**config.mk**
```make
export PLATFORM = sky130hd
export DESIGN_NAME = shift_add_multiplier_ctrl_flat
export DESIGN_NICKNAME = d
export VERILOG_FILES = /design/src/rtl/shift_add_multiplier_ctrl_if.sv /design/src/rtl/shift_add_multiplier_ctrl.sv /design/src/flat_wrapper.sv
export SDC_FILE = /design/constraint.sdc
export NUM_CORES = 1
export LEC_CHECK = 0
export BUFFER_PORTS_ARGS = -buffer_cell sky130_fd_sc_hd__buf_4
export CELL_PAD_IN_SITES_DETAIL_PLACEMENT = 1
export CELL_PAD_IN_SITES_GLOBAL_PLACEMENT = 1
export CORE_AREA = 2 2 116 118
export CTS_CLUSTER_SIZE = 30
export DETAILED_ROUTE_END_ITERATION = 12
export DIE_AREA = 0 0 118 120
export PLACE_DENSITY = 0.69
export SLEW_MARGIN = 15
export SYNTH_ARGS = -nofsm -noshare
export SYNTH_HDL_FRONTEND = slang
export SYNTH_SLANG_ARGS = --single-unit
```
**constraint.sdc**
```tcl
create_clock -name clk -period 7.75 [get_ports clk]
set_input_delay 1.55 -clock clk [delete_from_list [all_inputs] [get_ports clk]]
set_output_delay 1.55 -clock clk [all_outputs]
set_load 0.005 [all_outputs]
```
**src/rtl/shift_add_multiplier_ctrl_if.sv**
```systemverilog
// -----------------------------------------------------------------------------
// shift_add_multiplier_ctrl_if
//   Request/response bundle for the sequential shift-add multiplier.
//   Signals:
//     start         requester -> multiplier : request, sampled only while idle
//     multiplicand  requester -> multiplier : operand M (N bits)
//     multiplier    requester -> multiplier : operand Q (N bits)
//     busy          multiplier -> requester : high whenever an operation is active
//     done          multiplier -> requester : one-cycle pulse, product is new
//     product       multiplier -> requester : registered 2N-bit result
//   Modports: master (requester side), slave (multiplier side).
// -----------------------------------------------------------------------------
interface shift_add_multiplier_ctrl_if #(
    parameter int N = 16
);
    logic             start;
    logic [N-1:0]     multiplicand;
    logic [N-1:0]     multiplier;
    logic             busy;
    logic             done;
    logic [2*N-1:0]   product;

    modport master (
        output start,
        output multiplicand,
        output multiplier,
        input  busy,
        input  done,
        input  product
    );

    modport slave (
        input  start,
        input  multiplicand,
        input  multiplier,
        output busy,
        output done,
        output product
    );
endinterface

```
**src/rtl/shift_add_multiplier_ctrl.sv**
```systemverilog
// -----------------------------------------------------------------------------
// N_bit_adder
//   Plain N-bit ripple-carry adder, no carry-in and no carry-out port.
//   Ports:
//     a, b  input  N : addends
//     sum   output N : a + b modulo 2^N
// -----------------------------------------------------------------------------
module N_bit_adder #(
    parameter int N = 4
) (
    input  logic [N-1:0] a,
    input  logic [N-1:0] b,
    output logic [N-1:0] sum
);
    // carry[i] is the carry into bit i; the carry out of the MSB is dropped.
    logic [N-1:0] carry;

    assign carry[0] = 1'b0;

    for (genvar i = 0; i < N; i++) begin : g_bit
        assign sum[i] = a[i] ^ b[i] ^ carry[i];
        if (i < N - 1) begin : g_carry
            assign carry[i+1] = (a[i] & b[i]) | (carry[i] & (a[i] ^ b[i]));
        end
    end
endmodule

// -----------------------------------------------------------------------------
// shift_add_multiplier_ctrl
//   Sequential unsigned N x N multiplier. One shared (N+1)-bit ripple adder is
//   stepped through N add-and-shift iterations, one per clock, giving a fixed
//   latency of N edges from acceptance to the done pulse and one result every
//   N+2 cycles when start is held high.
//   Ports:
//     clk  input  : rising-edge clock
//     rst  input  : asynchronous active-high reset, clears control and data
//     bus  slave  : start/multiplicand/multiplier in, busy/done/product out
// -----------------------------------------------------------------------------
module shift_add_multiplier_ctrl #(
    parameter int N = 16
) (
    input  logic                          clk,
    input  logic                          rst,
    shift_add_multiplier_ctrl_if.slave    bus
);
    localparam int CNT_W = $clog2(N + 1);

    typedef enum logic [1:0] {
        IDLE = 2'd0,
        CALC = 2'd1,
        DONE = 2'd2
    } state_t;

    state_t           state, state_n;
    logic             busy_q, done_q;
    logic             busy_n, done_n;
    logic             load, step, last;

    logic [N-1:0]     m_q;
    logic [N-1:0]     a_q;
    logic [N-1:0]     q_q;
    logic [CNT_W-1:0] cnt;
    logic [2*N-1:0]   product_q;

    logic [N:0]       add_a, add_b, sum;

    // The adder is one bit wider than the operands so that bit N of the sum
    // carries the carry-out; that bit becomes the MSB of A after the shift.
    // Selecting zero for the second addend when Q[0]=0 makes sum = {0,A}.
    assign add_a = {1'b0, a_q};
    assign add_b = q_q[0] ? {1'b0, m_q} : '0;

    N_bit_adder #(
        .N (N + 1)
    ) u_adder (
        .a   (add_a),
        .b   (add_b),
        .sum (sum)
    );

    // State and registered handshake outputs
    always_ff @(posedge clk or posedge rst) begin
        if (rst) begin
            state  <= IDLE;
            busy_q <= 1'b0;
            done_q <= 1'b0;
        end else begin
            state  <= state_n;
            busy_q <= busy_n;
            done_q <= done_n;
        end
    end

    always_comb begin
        state_n = state;
        load    = 1'b0;
        step    = 1'b0;
        last    = 1'b0;
        case (state)
            IDLE: begin
                if (bus.start) begin
                    load    = 1'b1;
                    state_n = CALC;
                end
            end
            CALC: begin
                step = 1'b1;
                if (cnt == CNT_W'(N - 1)) begin
                    last    = 1'b1;
                    state_n = DONE;
                end
            end
            DONE: begin
                state_n = IDLE;
            end
            default: begin
                state_n = IDLE;
            end
        endcase
        // Outputs are decoded from the next state so they can be registered
        // and still line up with the state they describe.
        busy_n = (state_n != IDLE);
        done_n = (state_n == DONE);
    end

    // Operand, accumulator, counter and result registers
    always_ff @(posedge clk or posedge rst) begin
        if (rst) begin
            m_q       <= '0;
            a_q       <= '0;
            q_q       <= '0;
            cnt       <= '0;
            product_q <= '0;
        end else begin
            if (load) begin
                m_q <= bus.multiplicand;
                q_q <= bus.multiplier;
                a_q <= '0;
                cnt <= '0;
            end else if (step) begin
                // {C,A,Q} <= {sum,Q} >> 1; the carry register always shifts
                // back to zero, so only A and Q need storage.
                a_q <= sum[N:1];
                q_q <= {sum[0], q_q[N-1:1]};
                cnt <= cnt + CNT_W'(1);
            end
            if (last) begin
                product_q <= {sum, q_q[N-1:1]};
            end
        end
    end

    assign bus.busy    = busy_q;
    assign bus.done    = done_q;
    assign bus.product = product_q;
endmodule

```
**src/flat_wrapper.sv**
```systemverilog
// flat-port wrapper written by rule: the top's interface ports become plain ports
module shift_add_multiplier_ctrl_flat 
#(
    parameter int N = 16
)
  (clk, rst, bus_start, bus_multiplicand, bus_multiplier, bus_busy, bus_done, bus_product);
  shift_add_multiplier_ctrl_if #(.N(N)) bus_i ();
  input  logic clk;
  input  logic rst;
  input wire logic [$bits(bus_i.start)-1:0] bus_start;
  input wire logic [$bits(bus_i.multiplicand)-1:0] bus_multiplicand;
  input wire logic [$bits(bus_i.multiplier)-1:0] bus_multiplier;
  output wire logic [$bits(bus_i.busy)-1:0] bus_busy;
  output wire logic [$bits(bus_i.done)-1:0] bus_done;
  output wire logic [$bits(bus_i.product)-1:0] bus_product;
  assign bus_i.start = bus_start;
  assign bus_i.multiplicand = bus_multiplicand;
  assign bus_i.multiplier = bus_multiplier;
  assign bus_busy = bus_i.busy;
  assign bus_done = bus_i.done;
  assign bus_product = bus_i.product;
  shift_add_multiplier_ctrl #(.N(N)) u_core (.clk(clk), .rst(rst), .bus(bus_i));
endmodule
```
After elaboration in Yosys (flattened, before gate mapping)
Cells that the tools add are included.
{"block": "classes", "add_sub_neg": 1, "n_eq_ne": 3, "n_mux": 15, "bitwise": 78, "n_reduce_logical": 3}
{"op": "$mux 16", "n": 5}
{"op": "$and 1x1->1", "n": 31}
{"op": "$xor 1x1->1", "n": 31}
{"op": "$or 1x1->1", "n": 15}
{"op": "$mux 5", "n": 2}
{"op": "$add 5x1->5 const B", "n": 1}
{"op": "$eq 5x4->1 const B", "n": 1}
{"op": "$mux 1", "n": 5}
{"op": "$mux 2", "n": 2}
{"op": "$pmux 2 s2", "n": 1}
{"op": "$reduce_bool 2->1", "n": 2}
{"op": "$eq 2x1->1 const B", "n": 1}
{"op": "$eq 2x2->1 const B", "n": 1}
{"op": "$logic_not 2->1", "n": 1}
{"op": "$xor 1x1->1 const A", "n": 1}
{"block": "word_totals", "register_bits": 89}

Depth between registers and ports, before layout
Gate-level depths: netlist (run 1).
{"block": "depth", "ltp_word": 35, "ltp_mapped": 20, "mapped_depth_nobuf": 19}

Hierarchy
A second synthesis (run 1) with hierarchy kept.
{"block": "unflattened", "hier_cells": 349, "hier_area_um2": 3938.8}
{"module": "shift_add_multiplier_ctrl", "instances": 1, "cells_per_inst": 327, "area_each_um2": 3583.4, "seq_area_each_um2": 2227.1}
{"module": "N_bit_adder", "instances": 1, "cells_per_inst": 22, "area_each_um2": 355.3, "seq_area_each_um2": 0.0}

Worst setup path after synthesis (run 1)
No wires, ideal clock.
{"block": "synth_path", "kind": "register to register", "from": "register u_core.q_q[0]", "to": "register u_core.a_q[14]", "setup_time_ns": 0.133, "arrival_time_ns": 7.398, "required_ns": 7.617, "setup_slack_ns": 0.220, "stages_incl_launch_ff": 20, "path_cell_list": "dfrtp_1 -> clkbuf_1 -> clkbuf_1 -> nand2_1 -> fa_1 -> fa_1 -> fa_1 -> fa_1 -> fa_1 -> fa_1 -> fa_1 -> fa_1 -> fa_1 -> fa_1 -> fa_1 -> fa_1 -> fa_1 -> fa_1 -> fa_1 -> o22ai_1"}
{"block": "synth_via", "elab_chain_cells": 33}
{"element": "from (decl)", "line": "shift_add_multiplier_ctrl.sv:61", "rtl": "logic [N-1:0] q_q;"}
{"element": "from (signal assigned)", "line": "shift_add_multiplier_ctrl.sv:137", "rtl": "q_q <= bus.multiplier;"}
{"element": "from (signal assigned)", "line": "shift_add_multiplier_ctrl.sv:144", "rtl": "q_q <= {sum[0], q_q[N-1:1]};"}
{"element": "$mux 16 (*)", "line": "shift_add_multiplier_ctrl.sv:71", "rtl": "assign add_b = q_q[0] ? {1'b0, m_q} : '0;"}
{"element": "$and 1x1->1 / $xor 1x1->1 (equally long branches)", "line": "shift_add_multiplier_ctrl.sv:23", "rtl": "assign carry[i+1] = (a[i] & b[i]) | (carry[i] & (a[i] ^ b[i]));"}
{"element": "$and 1x1->1", "line": "shift_add_multiplier_ctrl.sv:23"}
{"element": "$or 1x1->1", "line": "shift_add_multiplier_ctrl.sv:23"}
{"element": "$and 1x1->1", "line": "shift_add_multiplier_ctrl.sv:23"}
{"element": "$or 1x1->1", "line": "shift_add_multiplier_ctrl.sv:23"}
{"element": "$and 1x1->1", "line": "shift_add_multiplier_ctrl.sv:23"}
{"element": "$or 1x1->1", "line": "shift_add_multiplier_ctrl.sv:23"}
{"element": "[... 17 more ...]"}
{"element": "$or 1x1->1", "line": "shift_add_multiplier_ctrl.sv:23"}
{"element": "$and 1x1->1", "line": "shift_add_multiplier_ctrl.sv:23"}
{"element": "$or 1x1->1", "line": "shift_add_multiplier_ctrl.sv:23"}
{"element": "$and 1x1->1", "line": "shift_add_multiplier_ctrl.sv:23"}
{"element": "$or 1x1->1", "line": "shift_add_multiplier_ctrl.sv:23"}
{"element": "$xor 1x1->1 (*)", "line": "shift_add_multiplier_ctrl.sv:21", "rtl": "assign sum[i] = a[i] ^ b[i] ^ carry[i];"}
{"element": "$mux 16 (*)", "line": "shift_add_multiplier_ctrl.sv:140", "rtl": "end else if (step) begin"}
{"element": "$mux 16 (*)", "line": "shift_add_multiplier_ctrl.sv:135", "rtl": "if (load) begin"}
{"element": "to (signal assigned)", "line": "shift_add_multiplier_ctrl.sv:143", "rtl": "a_q <= sum[N:1];"}
{"element": "to (decl)", "line": "shift_add_multiplier_ctrl.sv:60", "rtl": "logic [N-1:0] a_q;"}
Mark *: on every way between the ends. The rest lies on a longest branch, timed or not. The select of a mux whose other input is x is not followed.
A chain may end at the register's enable or synchronous reset.

Worst setup path in the final report (run 1)
Same ends and word-level chain as after synthesis.

==> results by group, run 1 <==
Route
  • Overall routed net length: 8840 um
  • Average wire per standard cell: 15.9 um
  • Pre-antenna DRT Iters: 4
  • First-iteration detailed-routing DRC count: 111
  • Average via count per standard cell: 4.60
  • Count of nets left with antenna violations after detail routing: 0
  • Vias: 2,551
  • # DRC: 0

STA
  • Total count of max-transition violations in the final report: 0
  • Minimum clock period: 7.47 ns
  • Fmax: 134 MHz
  • Final Hold Viols: 0
  • Post-route fraction of the period consumed by the critical path: 0.963
  • Tightest Pin Transition: 1.00 ns
  • Final count of negative-setup-slack endpoints: 0
  • Setup total negative slack: 0 ns
  • Slew margin rel.: 0.329
  • Final Skew: 0.00809 ns
  • RSZ-0062 raised after global routing: false

Die
  • DIE HEIGHT: 120 um
  • Die width: 118 um
  • Number of primary I/O pins: 69
  • Row cnt: 42
  • Core area: 13,000 um2
  • Effective utilization at floorplan: 0.294
  • Die Area: 14,200 um2

Clock tree
  • Register clock-pin slew on the reported worst setup and hold paths: 0.06 ns
  • CTS Buf Count: 9
  • Hold_buf cts: 0
  • Root cell of the clock tree: sky130_fd_sc_hd__clkbuf_16
  • Largest buffer count on any clock path: 2
  • Skew-Pair Late Insertion Delay: 0.35 ns
  • CTS tree: built
  • Deepest level of the CTS H-tree: 3
  • Clock net sink count: 89
  • Number of gates resized after cts: 0
  • Count of buffers added by post-CTS timing repair for setup: 0

Synthesis
  • Mean area per synthesized cell: 12.3 um2
  • Synth Net Count: 364
  • Yosys warnings: 0
  • Post-synthesis sequential area ratio: 0.584
  • Gate Count Post-Synth: 311
  • Unique masters post-synth: 27
  • Number of synthesized register bits: 89
  • Mapped Area: 3810 um2

Run
  • Max Cap Viol: 0

Worst setup path
  • Setup slack on the worst flop-to-flop path: 0.28 ns
  • Critical path data required time: 7.95 ns
  • Critical path's largest stage delay: 0.53 ns
  • Worst Reg-to-Reg Cells: 19
  • CP Data Arrival Time: 7.67 ns
  • Endpoint of the most critical register-to-register path: u_core.a_q[14]
  • Startpoint type of the worst setup path: register
  • Crit. End Element: register
  • Worst Path Class, Setup: reg -> reg
  • Launch point of the worst reg-to-reg path: u_core.q_q[0]
  • Worst-path cell with the longest stage delay: sky130_fd_sc_hd__fa_1
  • Critical-path maximum fanout: 2
  • Most common cell type on the critical path: sky130_fd_sc_hd__fa_1
  • Cell-by-cell trace of the critical path: and2_1, ha_1, inv_1, fa_1, fa_1, fa_1, fa_1, fa_1, fa_1, fa_1, fa_1, fa_1, fa_1, fa_2, fa_2, fa_1, fa_1, fa_1, o22ai_1

Place
  • Global placement routability congestion: 0.745
  • Post-Place Cells: 539
  • Total half-perimeter wirelength after legalization and detailed placement: 5990 um
  • Port bufs: 68

Layout
  • Area taken by multi-input logic gates: 1420 um2
  • Top library cells by usage in the layout, fill and taps aside: sky130_fd_sc_hd__dfrtp_1 (89), sky130_fd_sc_hd__buf_4 (70), sky130_fd_sc_hd__nand2_1 (49), sky130_fd_sc_hd__o21ai_0 (34), sky130_fd_sc_hd__mux2_2 (31)
  • Syn-to-layout area delta: 25.0%
  • Filler Cells Inserted: 1,434
  • Total Nets Final: 427
  • Commonest non-fill, non-tap cell in the layout: sky130_fd_sc_hd__dfrtp_1
  • Share of layout cells above drive strength 1: 0.325
  • N_diodes: 0
  • Post-route non-filler standard cell count: 554
  • Total area of sequential cells: 2230 um2

GRT
  • First-pass GRT wire length: 14,700 um
  • Pin count of the biggest net entering global routing: 58
  • Vias in the first global route: 2,840
  • Initial antenna violation count: 0
  • Combined global-route utilization of all metal layers: 0.135
  • Remaining global-route overflow: 0

Worst hold path
  • Number of instances on the worst hold path: 2
  • Min-delay worst type: reg -> reg
  • Endpoint of the worst hold-timing path: u_core.bus.product[25]
  • Worst min-delay path startpoint: u_core.bus.product[25]

Pwr
  • Power density over the cells: 386 nW/um2
  • Leak Pwr: 0.00217 uW
  • Max VDD drop: 0.121 mV

Status
  • Outcome: completed
cells by family (layout without fill, tap and decap cells):
group           after synthesis  after routing  share of synthesized area
compound gates               71             71                      0.112
fa+ha+maj                    18             18                     0.0886
flops                        89             89                      0.584
buf+inv                      41            108                     0.0469
mux                          33             33                     0.0971
simple gates                 59             59                     0.0718
worst max-delay path, delay by kind of cell (launching register included):
family	cells	cell delay, ns
AOI/OAI and AO/OA	1	0.08
adders and majority gates	16	6.66
buffers and inverters	1	0.06
DFF	1	0.37
and+or+nand+nor	1	0.14
layout make-up:
type                            count  area share
Timing Repair Buffer               71       0.113
Tap cell                          176      0.0462
Inverter                           22      0.0176
Clock buffer                       13      0.0567
Sequential cell                    89       0.467
Multi-Input combinational cell    181       0.297
Clock inverter                      2     0.00262
registers in the layout, summed over array words and instances (netlist names):
signal              count
u_core.cnt              5
u_core.bus.done         1
u_core.state            2
u_core.q_q             16
u_core.bus.product     32
u_core.m_q             16
u_core.bus.busy         1
u_core.a_q             16
layer usage:
layer / wire [um] / up-vias / share of wire / GRT usage
li1: - / 1182 / - / -
met1: 3770 / 1305 / 0.43 / 0.156
met2: 4540 / 51 / 0.51 / 0.236
met3: 335 / 13 / 0.038 / 0.0309
met4: 187 / 0 / 0.021 / 0.0670
met5: 0 / - / 0 / 0
worst max path at each step:
stage	from	to
global route	u_core.q_q[0]	u_core.a_q[14]
detailed placement	u_core.q_q[0]	u_core.bus.product[30]
CTS	u_core.q_q[0]	u_core.a_q[14]
global placement	u_core.q_q[0]	u_core.a_q[14]
floorplan	u_core.q_q[0]	u_core.a_q[14]
finish	u_core.q_q[0]	u_core.a_q[14]
cell usage after synthesis (all sizes together):
master   n  area [um2]
a22o     1        8.76
nand4    1        6.26
and3     1        6.26
a21o     2        15.0
a22oi   16         120
mux2i    1        10.0
nand3b   1        20.0
clkbuf   9        33.8
ha       3        37.5
nand2b   2        12.5
o22ai   16         100
dfrtp   89        2230
nor2b    2        12.5
and2     1        6.26
o21ai   35         175
inv     22        82.6
buf     10        62.6
o21bai   1        7.51
nor3b    2        26.3
mux2    32         360
nand2   49         184
fa      15         300
where the power goes:
part	total (uW)	internal [uW]	switching (uW)
clock	416	241	175
sequential	779	654	125
combinational	644	326	318
stage by stage:
step           setup WS, ns   util  cell area (um2)  total power, uW  hold WS (ns)
2_1_floorplan         0.220      -             3810             1190         0.438
3_3_place_gp          0.336  0.345             4480             1400         0.455
3_5_place_dp          0.125  0.345             4480             1440         0.475
4_1_cts              0.0347  0.367             4760             1870         0.496
5_1_grt              0.0312  0.367             4770             1990         0.505
6_report              0.283  0.367             4770             1840         0.485
No activity file was read; power rests on OpenSTA's default activity.
==> inputs of run 2 (changes only) <==
--- a/config.mk
+++ b/config.mk
@@ -12,6 +12,7 @@
 export CTS_CLUSTER_SIZE = 30
 export DETAILED_ROUTE_END_ITERATION = 12
 export DIE_AREA = 0 0 118 120
+export GPL_TIMING_DRIVEN = 0
 export PLACE_DENSITY = 0.69
 export SLEW_MARGIN = 15
 export SYNTH_ARGS = -nofsm -noshare
==> constraint.sdc (replaced) <==
create_clock -name clk -period 7.75 [get_ports clk]
set_input_delay 0.775 -clock clk [delete_from_list [all_inputs] [get_ports clk]]
set_output_delay 0.775 -clock clk [all_outputs]
set_load 0.005 [all_outputs]
==> run 2 against run 1 <==
Clock skew decreased by 0.0027 ns; register-to-register slack hardly changed; clock power grew 12%; cell count up 3.2%; cell area is 2.9% higher; critical path type unchanged; non-clock buffer count is 17 higher; die area stayed put; largest power group unchanged; clock-buffer cell count down 2; sequential share of layout area shrank 1.3 points; critical path depth did not move; global-route usage down 0.17 points; sequential cell count stayed put.
==> results by group, run 2 (synthesized netlist as in run 1, its figures left out) <==
Status
  • Outcome: completed (unchanged)

Place
  • Port bufs: 68 (unchanged)
  • Global placement routability congestion: 0.757 (was 0.745)
  • Total half-perimeter wirelength after legalization and detailed placement: 6330 um (was 5990 um)

Layout
  • Flip-flop count of the largest register after layout: 32 (unchanged)
  • N_diodes: 0 (unchanged)
  • Filler Cells Inserted: 1,429 (was 1,434)
  • Top library cells by usage in the layout, fill and taps aside: sky130_fd_sc_hd__dfrtp_1 (88), sky130_fd_sc_hd__buf_4 (75), sky130_fd_sc_hd__nand2_1 (49), sky130_fd_sc_hd__o21ai_0 (34), sky130_fd_sc_hd__mux2_2 (31) (was sky130_fd_sc_hd__dfrtp_1 (89), sky130_fd_sc_hd__buf_4 (70), sky130_fd_sc_hd__nand2_1 (49), sky130_fd_sc_hd__o21ai_0 (34), sky130_fd_sc_hd__mux2_2 (31))
  • Syn-to-layout area delta: 28.7% (was 25.0%)
  • Share of layout cells above drive strength 1: 0.336 (was 0.325)
  • Commonest non-fill, non-tap cell in the layout: sky130_fd_sc_hd__dfrtp_1 (unchanged)
  • Total Nets Final: 444 (was 427)
  • Final standard cell utilization of the core: 0.378 (was 0.367)

Die
  • Row cnt: 42 (unchanged)
  • Die Area: 14,200 um2 (unchanged)
  • Effective utilization at floorplan: 0.294 (unchanged)
  • Die width: 118 um (unchanged)
  • Number of primary I/O pins: 69 (unchanged)
  • Core area: 13,000 um2 (unchanged)
  • DIE HEIGHT: 120 um (unchanged)

Worst setup path
  • Crit. End Element: register (unchanged)
  • Startpoint type of the worst setup path: register (unchanged)
  • Worst Path Class, Setup: reg -> reg (unchanged)
  • Critical-path maximum fanout: 3 (was 2)
  • Critical path data required time: 7.96 ns (was 7.95 ns)
  • CP Data Arrival Time: 7.67 ns (about the same)

Clock tree
  • Skew-Pair Late Insertion Delay: 0.34 ns (was 0.35 ns)
  • Clock net sink count: 89 (unchanged)
  • CTS tree: built (unchanged)
  • Register clock-pin slew on the reported worst setup and hold paths: 0.06 ns (about the same)
  • Root cell of the clock tree: sky130_fd_sc_hd__clkbuf_16 (unchanged)
  • Deepest level of the CTS H-tree: 3 (unchanged)
  • CTS Buf Count: 9 (unchanged)
  • Largest buffer count on any clock path: 2 (unchanged)

GRT
  • Pin count of the biggest net entering global routing: 58 (unchanged)
  • Fraction of met3 tracks used by global routing: 0.0385 (was 0.0309)
  • First-pass GRT wire length: 14,600 um (was 14,700 um)
  • Combined global-route utilization of all metal layers: 0.133 (was 0.135)
  • GR Layer Usage met1: 0.168 (was 0.156)
  • Global-route track usage on met2: 0.225 (was 0.236)
  • Initial antenna violation count: 0 (unchanged)
  • Routing layer with the top usage in global route: met2 (unchanged)
  • Remaining global-route overflow: 0 (unchanged)
  • Vias in the first global route: 2,780 (was 2,840)

STA
  • Final Skew: 0.00538 ns (was 0.00809 ns)
  • Post-route fraction of the period consumed by the critical path: 0.963 (about the same)
  • Fmax: 134 MHz (about the same)
  • Total count of max-transition violations in the final report: 0 (unchanged)
  • Minimum clock period: 7.46 ns (was 7.47 ns)
  • RSZ-0062 raised after global routing: false (unchanged)
  • Tightest Pin Transition: 0.521 ns (was 1.00 ns)
  • Final count of negative-setup-slack endpoints: 0 (unchanged)
  • Slew margin rel.: 0.653 (was 0.329)
  • Final Hold Viols: 0 (unchanged)
  • Worst Hold Slack: 0.450 ns (was 0.485 ns)

Route
  • # DRC: 0 (unchanged)
  • Average wire per standard cell: 15.1 um (was 15.9 um)
  • Count of nets left with antenna violations after detail routing: 0 (unchanged)
  • First-iteration detailed-routing DRC count: 91 (was 111)
  • Average via count per standard cell: 4.44 (was 4.60)
  • Vias: 2,538 (was 2,551)
  • Pre-antenna DRT Iters: 6 (was 4)
  • Overall routed net length: 8620 um (was 8840 um)

Pwr
  • Total Power Consumption: 1890 uW (was 1840 uW)
  • Power density over the cells: 386 nW/um2 (about the same)
  • Leak Pwr: 0.00224 uW (was 0.00217 uW)
  • Max VDD drop: 0.167 mV (was 0.121 mV)

Worst hold path
  • Min-delay worst type: in -> async (was reg -> reg)

Run
  • Max Cap Viol: 0 (unchanged)
[run 2: cell types whose count changed in the layout (fill, tap and decap cells not counted), moves of 2 or more]
cell	before	now
sky130_fd_sc_hd__buf_2	0	5
sky130_fd_sc_hd__buf_4	70	75
sky130_fd_sc_hd__bufinv_16	0	2
sky130_fd_sc_hd__clkbuf_1	1	8
sky130_fd_sc_hd__clkbuf_8	3	1
[run 2: critical path, cell delays in order, from the launching register on]
cell and delay [ns]:
sky130_fd_sc_hd__dfrtp_2 0.40, sky130_fd_sc_hd__and2_1 0.14, sky130_fd_sc_hd__ha_1 0.14, sky130_fd_sc_hd__inv_1 0.05, sky130_fd_sc_hd__fa_1 0.41, sky130_fd_sc_hd__fa_1 0.43
sky130_fd_sc_hd__fa_1 0.44, sky130_fd_sc_hd__fa_1 0.43, sky130_fd_sc_hd__fa_1 0.43, sky130_fd_sc_hd__fa_1 0.45, sky130_fd_sc_hd__fa_2 0.39, sky130_fd_sc_hd__fa_1 0.43
sky130_fd_sc_hd__fa_1 0.42, sky130_fd_sc_hd__fa_1 0.43, sky130_fd_sc_hd__fa_1 0.43, sky130_fd_sc_hd__fa_1 0.43, sky130_fd_sc_hd__fa_1 0.43, sky130_fd_sc_hd__fa_1 0.43
sky130_fd_sc_hd__fa_1 0.54, sky130_fd_sc_hd__o22ai_1 0.09
[run 2: layout make-up]
type	instances	area, um2	area share
timing repair buffer	70	546	0.111
clock buffer	11	243	0.0495
multi-input combinational	181	1410	0.288
sequential	89	2230	0.454
buffer	18	96.3	0.0196
inverter	22	85.1	0.0173
tap	176	220	0.0449
clock inverter	5	78.8	0.0161
[run 2: repair_timing]
action | in CTS | in global routing
setup endpoints to repair | 6 | 4
hold buffers | 0 | 0
resized for setup | 3 | 2
endpoints found under the hold margin | 0 | 0
setup buffers | 1 | 0
pin swaps | 0 | 0
[run 2: worst paths after layout]
kind                            slack (ns)           from  cells after the start                    end
worst min register to register        0.48  u_core.cnt[3]                      1          u_core.cnt[3]
min in group clk                      0.48  u_core.cnt[3]                      1          u_core.cnt[3]
worst max-delay path                  0.29  u_core.q_q[0]                     19         u_core.a_q[14]
max in group asynchronous             6.69            rst                      3         u_core.m_q[12]
worst max register to register        0.29  u_core.q_q[0]                     19         u_core.a_q[14]
worst min-delay path                  0.45            rst                      2  u_core.bus.product[1]
[run 2: report_power, final]
part,internal (uW),total [uW],switching (uW)
clock network,291,467,176
logic,338,669,331
registers,655,759,104
total,1280,1890,612
[run 2: per-layer routing]
| layer | wire [um] | up-vias |
|---|---|---|
| met5 | 0 | - |
| met4 | 92 | 0 |
| met3 | 353 | 10 |
| met2 | 4390 | 47 |
| met1 | 3790 | 1268 |
| li1 | - | 1213 |
[run 2: per-stage QoR]
stage,cells,cell area (um2),setup slack (ns),TNS [ns]
floorplan,311,3810,0.220,0
global placement,555,4550,-0.454,-1.63
detailed placement,556,4580,-0.592,-2.50
CTS,572,4910,0.114,0
global route,572,4910,0.0105,0
finish,572,4910,0.287,0
==> inputs of run 3 (changes only) <==
--- a/config.mk
+++ b/config.mk
@@ -6,15 +6,18 @@
 export NUM_CORES = 1
 export LEC_CHECK = 0
 export BUFFER_PORTS_ARGS = -buffer_cell sky130_fd_sc_hd__buf_4
+export CAP_MARGIN = 0
 export CELL_PAD_IN_SITES_DETAIL_PLACEMENT = 1
 export CELL_PAD_IN_SITES_GLOBAL_PLACEMENT = 1
-export CORE_AREA = 2 2 116 118
+export CORE_AREA = 2 2 118 120
 export CTS_CLUSTER_SIZE = 30
 export DETAILED_ROUTE_END_ITERATION = 12
-export DIE_AREA = 0 0 118 120
+export DIE_AREA = 0 0 120 122
 export GPL_TIMING_DRIVEN = 0
+export HOLD_SLACK_MARGIN = 0.05
 export PLACE_DENSITY = 0.69
 export SLEW_MARGIN = 15
 export SYNTH_ARGS = -nofsm -noshare
 export SYNTH_HDL_FRONTEND = slang
+export SYNTH_HIERARCHICAL = 1
 export SYNTH_SLANG_ARGS = --single-unit
==> run 3 against run 2 <==
Hold slack got worse by 0.0074 ns; sequential cell count did not move; utilization fell by 0.75 points; critical path depth rose by 2; global-route usage rose by 0.97 points; combinational power rose by 13%; register-to-register slack barely moved; synthesized cell count rose by 12%; clock power fell by 5.4%; clock-buffer cell count rose by 1; die area rose by 3.4%; critical endpoint is now u_core/bus.product[31].
==> results by group, run 3 <==
Status
  • Outcome: completed (unchanged)

Worst setup path
  • Worst-path cell with the longest stage delay: sky130_fd_sc_hd__dfrtp_2 (was sky130_fd_sc_hd__fa_1)
  • Cell-by-cell trace of the critical path: and2_1, ha_1, inv_1, fa_1, inv_1, fa_1, fa_1, fa_1, fa_1, fa_1, fa_1, fa_1, fa_1, fa_1, fa_1, fa_1, fa_1, fa_1, fa_1, xor3_1, mux2_2 (was and2_1, ha_1, inv_1, fa_1, fa_1, fa_1, fa_1, fa_1, fa_1, fa_2, fa_1, fa_1, fa_1, fa_1, fa_1, fa_1, fa_1, fa_1, o22ai_1)
  • Critical-path maximum fanout: 8 (was 3)
  • Critical path's largest stage delay: 0.47 ns (was 0.54 ns)
  • Most common cell type on the critical path: sky130_fd_sc_hd__fa_1 (unchanged)
  • Start point of the critical path: u_core/q_q[0] (was u_core.q_q[0])
  • Crit. End Element: register (unchanged)
  • Critical path data required time: 7.97 ns (was 7.96 ns)
  • Worst Path Class, Setup: reg -> reg (unchanged)
  • Startpoint type of the worst setup path: register (unchanged)
  • Launch point of the worst reg-to-reg path: u_core/q_q[0] (was u_core.q_q[0])
  • CP Data Arrival Time: 7.69 ns (was 7.67 ns)

Clock tree
  • Clock net sink count: 89 (unchanged)
  • CTS tree: built (unchanged)
  • Largest buffer count on any clock path: 2 (unchanged)
  • Deepest level of the CTS H-tree: 3 (unchanged)
  • Register clock-pin slew on the reported worst setup and hold paths: 0.07 ns (was 0.06 ns)
  • CTS Buf Count: 9 (unchanged)
  • Root cell of the clock tree: sky130_fd_sc_hd__clkbuf_16 (unchanged)
  • Skew-Pair Late Insertion Delay: 0.34 ns (about the same)

Worst hold path
  • Min-delay worst type: in -> async (unchanged)

Place
  • Worst Setup Slack post-DPL: 0.260 ns (was -0.592 ns)
  • Total half-perimeter wirelength after legalization and detailed placement: 6650 um (was 6330 um)
  • Port bufs: 68 (unchanged)
  • Global placement routability congestion: 0.747 (was 0.757)

Synthesis
  • Gate Count Post-Synth: 349 (was 311)
  • Cell type with the highest aggregate area in the netlist: sky130_fd_sc_hd__dfrtp_1 (unchanged)
  • Ranking of synthesized cells by instance count: sky130_fd_sc_hd__nand2_1 (116), sky130_fd_sc_hd__dfrtp_1 (89), sky130_fd_sc_hd__mux2_2 (32) (was sky130_fd_sc_hd__dfrtp_1 (89), sky130_fd_sc_hd__nand2_1 (49), sky130_fd_sc_hd__o21ai_0 (34))
  • Dominant register cell in the synthesized netlist: sky130_fd_sc_hd__dfrtp_1 (unchanged)
  • Share of the synthesized area in the top cell type: 0.565 (was 0.584)
  • Yosys warnings: 6 (was 0)
  • Mean area per synthesized cell: 11.3 um2 (was 12.3 um2)
  • Async set-or-reset flop fraction in the synthesized netlist: 1.00 (unchanged)
  • Leading cell type by number of instances after synthesis: sky130_fd_sc_hd__nand2_1 (was sky130_fd_sc_hd__dfrtp_1)
  • Unique masters post-synth: 29 (was 27)
  • Post-synthesis sequential area ratio: 0.565 (was 0.584)
  • Cells taking the most area after synthesis: sky130_fd_sc_hd__dfrtp_1 (57%), sky130_fd_sc_hd__nand2_1 (11%), sky130_fd_sc_hd__mux2_2 (9.1%), sky130_fd_sc_hd__fa_1 (7.6%), sky130_fd_sc_hd__a22oi_1 (3.0%) (was sky130_fd_sc_hd__dfrtp_1 (58%), sky130_fd_sc_hd__mux2_2 (9.2%), sky130_fd_sc_hd__fa_1 (7.9%), sky130_fd_sc_hd__nand2_1 (4.8%), sky130_fd_sc_hd__o21ai_0 (4.5%))
  • Number of synthesized register bits: 89 (unchanged)
  • Mapped Area: 3940 um2 (was 3810 um2)
  • Number of enable flip-flop cells after synthesis: 0 (unchanged)

Pwr
  • Power density over the cells: 408 nW/um2 (was 386 nW/um2)
  • Total Power Consumption: 2040 uW (was 1890 uW)
  • Max VDD drop: 0.141 mV (was 0.167 mV)
  • Leak Pwr: 0.00246 uW (was 0.00224 uW)

Route
  • Average wire per standard cell: 15.3 um (was 15.1 um)
  • Average via count per standard cell: 4.45 (was 4.44)
  • Pre-antenna DRT Iters: 4 (was 6)
  • Overall routed net length: 9420 um (was 8620 um)
  • Count of nets left with antenna violations after detail routing: 0 (unchanged)
  • Vias: 2,735 (was 2,538)
  • # DRC: 0 (unchanged)
  • First-iteration detailed-routing DRC count: 106 (was 91)

Die
  • Core area: 13,500 um2 (was 13,000 um2)
  • Number of primary I/O pins: 69 (unchanged)
  • Die Area: 14,600 um2 (was 14,200 um2)
  • Die width: 120 um (was 118 um)
  • Effective utilization at floorplan: 0.292 (was 0.294)
  • DIE HEIGHT: 122 um (was 120 um)
  • Row cnt: 43 (was 42)

STA
  • Tightest Pin Transition: 0.915 ns (was 0.521 ns)
  • Minimum clock period: 7.47 ns (was 7.46 ns)
  • Fmax: 134 MHz (about the same)
  • Setup total negative slack: 0 ns (unchanged)
  • RSZ-0062 raised after global routing: false (unchanged)
  • Post-route fraction of the period consumed by the critical path: 0.964 (was 0.963)
  • Smallest setup slack after layout: 0.281 ns (was 0.287 ns)
  • Final Hold Viols: 0 (unchanged)
  • Slew margin rel.: 0.389 (was 0.653)
  • Final count of negative-setup-slack endpoints: 0 (unchanged)
  • Total count of max-transition violations in the final report: 0 (unchanged)
  • Final Skew: 0.00748 ns (was 0.00538 ns)

Layout
  • Area taken by multi-input logic gates: 1590 um2 (was 1410 um2)
  • Total area of sequential cells: 2230 um2 (unchanged)
  • Flip-flop count of the largest register after layout: 32 (unchanged)
  • Top library cells by usage in the layout, fill and taps aside: sky130_fd_sc_hd__nand2_1 (116), sky130_fd_sc_hd__dfrtp_1 (88), sky130_fd_sc_hd__buf_4 (69), sky130_fd_sc_hd__mux2_2 (32), sky130_fd_sc_hd__nand3_1 (18) (was sky130_fd_sc_hd__dfrtp_1 (88), sky130_fd_sc_hd__buf_4 (75), sky130_fd_sc_hd__nand2_1 (49), sky130_fd_sc_hd__o21ai_0 (34), sky130_fd_sc_hd__mux2_2 (31))
  • Total Nets Final: 483 (was 444)
  • Share of layout cells above drive strength 1: 0.297 (was 0.336)
  • Filler Cells Inserted: 1,493 (was 1,429)
  • Commonest non-fill, non-tap cell in the layout: sky130_fd_sc_hd__nand2_1 (was sky130_fd_sc_hd__dfrtp_1)
  • N_diodes: 0 (unchanged)
  • Syn-to-layout area delta: 27.1% (was 28.7%)

Run
  • Max Cap Viol: 0 (unchanged)

GRT
  • Pin count of the biggest net entering global routing: 59 (was 58)
  • First-pass GRT wire length: 16,000 um (was 14,600 um)
  • Vias in the first global route: 3,078 (was 2,780)
  • Remaining global-route overflow: 0 (unchanged)
  • Combined global-route utilization of all metal layers: 0.143 (was 0.133)
  • Initial antenna violation count: 0 (unchanged)
run 3: changes by cell type after synthesis, sizes merged, moves of 2 or more:
| cell | previous run | this run |
|---|---|---|
| nand2 | 49 | 117 |
| o21ai | 35 | 3 |
| nand3 | 0 | 18 |
| o22ai | 16 | 0 |
| and2 | 1 | 16 |
| inv | 22 | 10 |
| a21o | 2 | 0 |
| a21oi | 0 | 2 |
run 3: per-layer routing:
metal | global-route usage | vias to the layer above | share of wire
met5 | 0 | - | 0
met2 | 0.232 | 53 | 0.49
li1 | - | 1286 | -
met3 | 0.0375 | 12 | 0.043
met1 | 0.182 | 1384 | 0.45
met4 | 0.0588 | 0 | 0.018
run 3: power breakdown:
part / leakage, uW / total, uW / switching [uW] / internal (uW)
clock: 0.000148 / 442 / 177 / 265
combinational: 0.00124 / 759 / 375 / 385
sequential: 0.00107 / 842 / 148 / 694
total: 0.00246 / 2040 / 700 / 1340
run 3: logic make-up after synthesis:
kind of cell,Yosys count,synth area share
other,1,0.000952
DFF,89,0.565
xor gates and xnor gates,1,0.00603
adders and majority gates,18,0.0858
and+or+nand+nor,157,0.175
muxes,33,0.0940
AOI/OAI and AO/OA,23,0.0407
buffers and inverters,27,0.0321
run 3: cell type report:
cell class | instances | share of cell area
plain buffers | 17 | 0.0177
clock buffers | 12 | 0.0512
clock inverters | 3 | 0.00800
inverters | 10 | 0.00800
multi-input cells | 234 | 0.317
flip-flops and latches | 89 | 0.445
well taps | 180 | 0.0450
repair buffers | 69 | 0.107
run 3: worst paths after layout:
path	endpoint	slack [ns]	cells past startpoint
max	u_core/bus.product[31]	0.28	21
min	u_core/q_q[13]	0.44	2
max reg2reg	u_core/bus.product[31]	0.28	21
min reg2reg	u_core/m_q[14]	0.47	2
max in group asynchronous	u_core/q_q[0]	6.67	3
min in group clk	u_core/m_q[14]	0.47	2
run 3: what timing repair did:
item,in CTS,in global routing
gates resized for setup,0,1
hold buffers,0,0
setup buffers,0,0
setup endpoints to repair,0,1
run 3: worst max-delay path: cells and delay by family, from the launching register on:
| family | cells | cell delay (ns) |
|---|---|---|
| multiplexers | 1 | 0.27 |
| XOR/XNOR | 1 | 0.40 |
| flip-flops | 1 | 0.47 |
| adder cells (fa/ha/maj) | 16 | 5.93 |
| AND/OR/NAND/NOR | 1 | 0.17 |
| buffers and inverters | 2 | 0.11 |
run 3: per-stage QoR:
step	util	instance area (um2)	std cells	hold slack [ns]
after floorplan	-	3940	350	0.437
after CTS	0.371	5000	614	0.449
after detailed placement	0.349	4710	599	0.459
after global routing	0.371	5010	614	0.465
after global placement	0.346	4680	598	0.451
final	0.371	5010	614	0.443
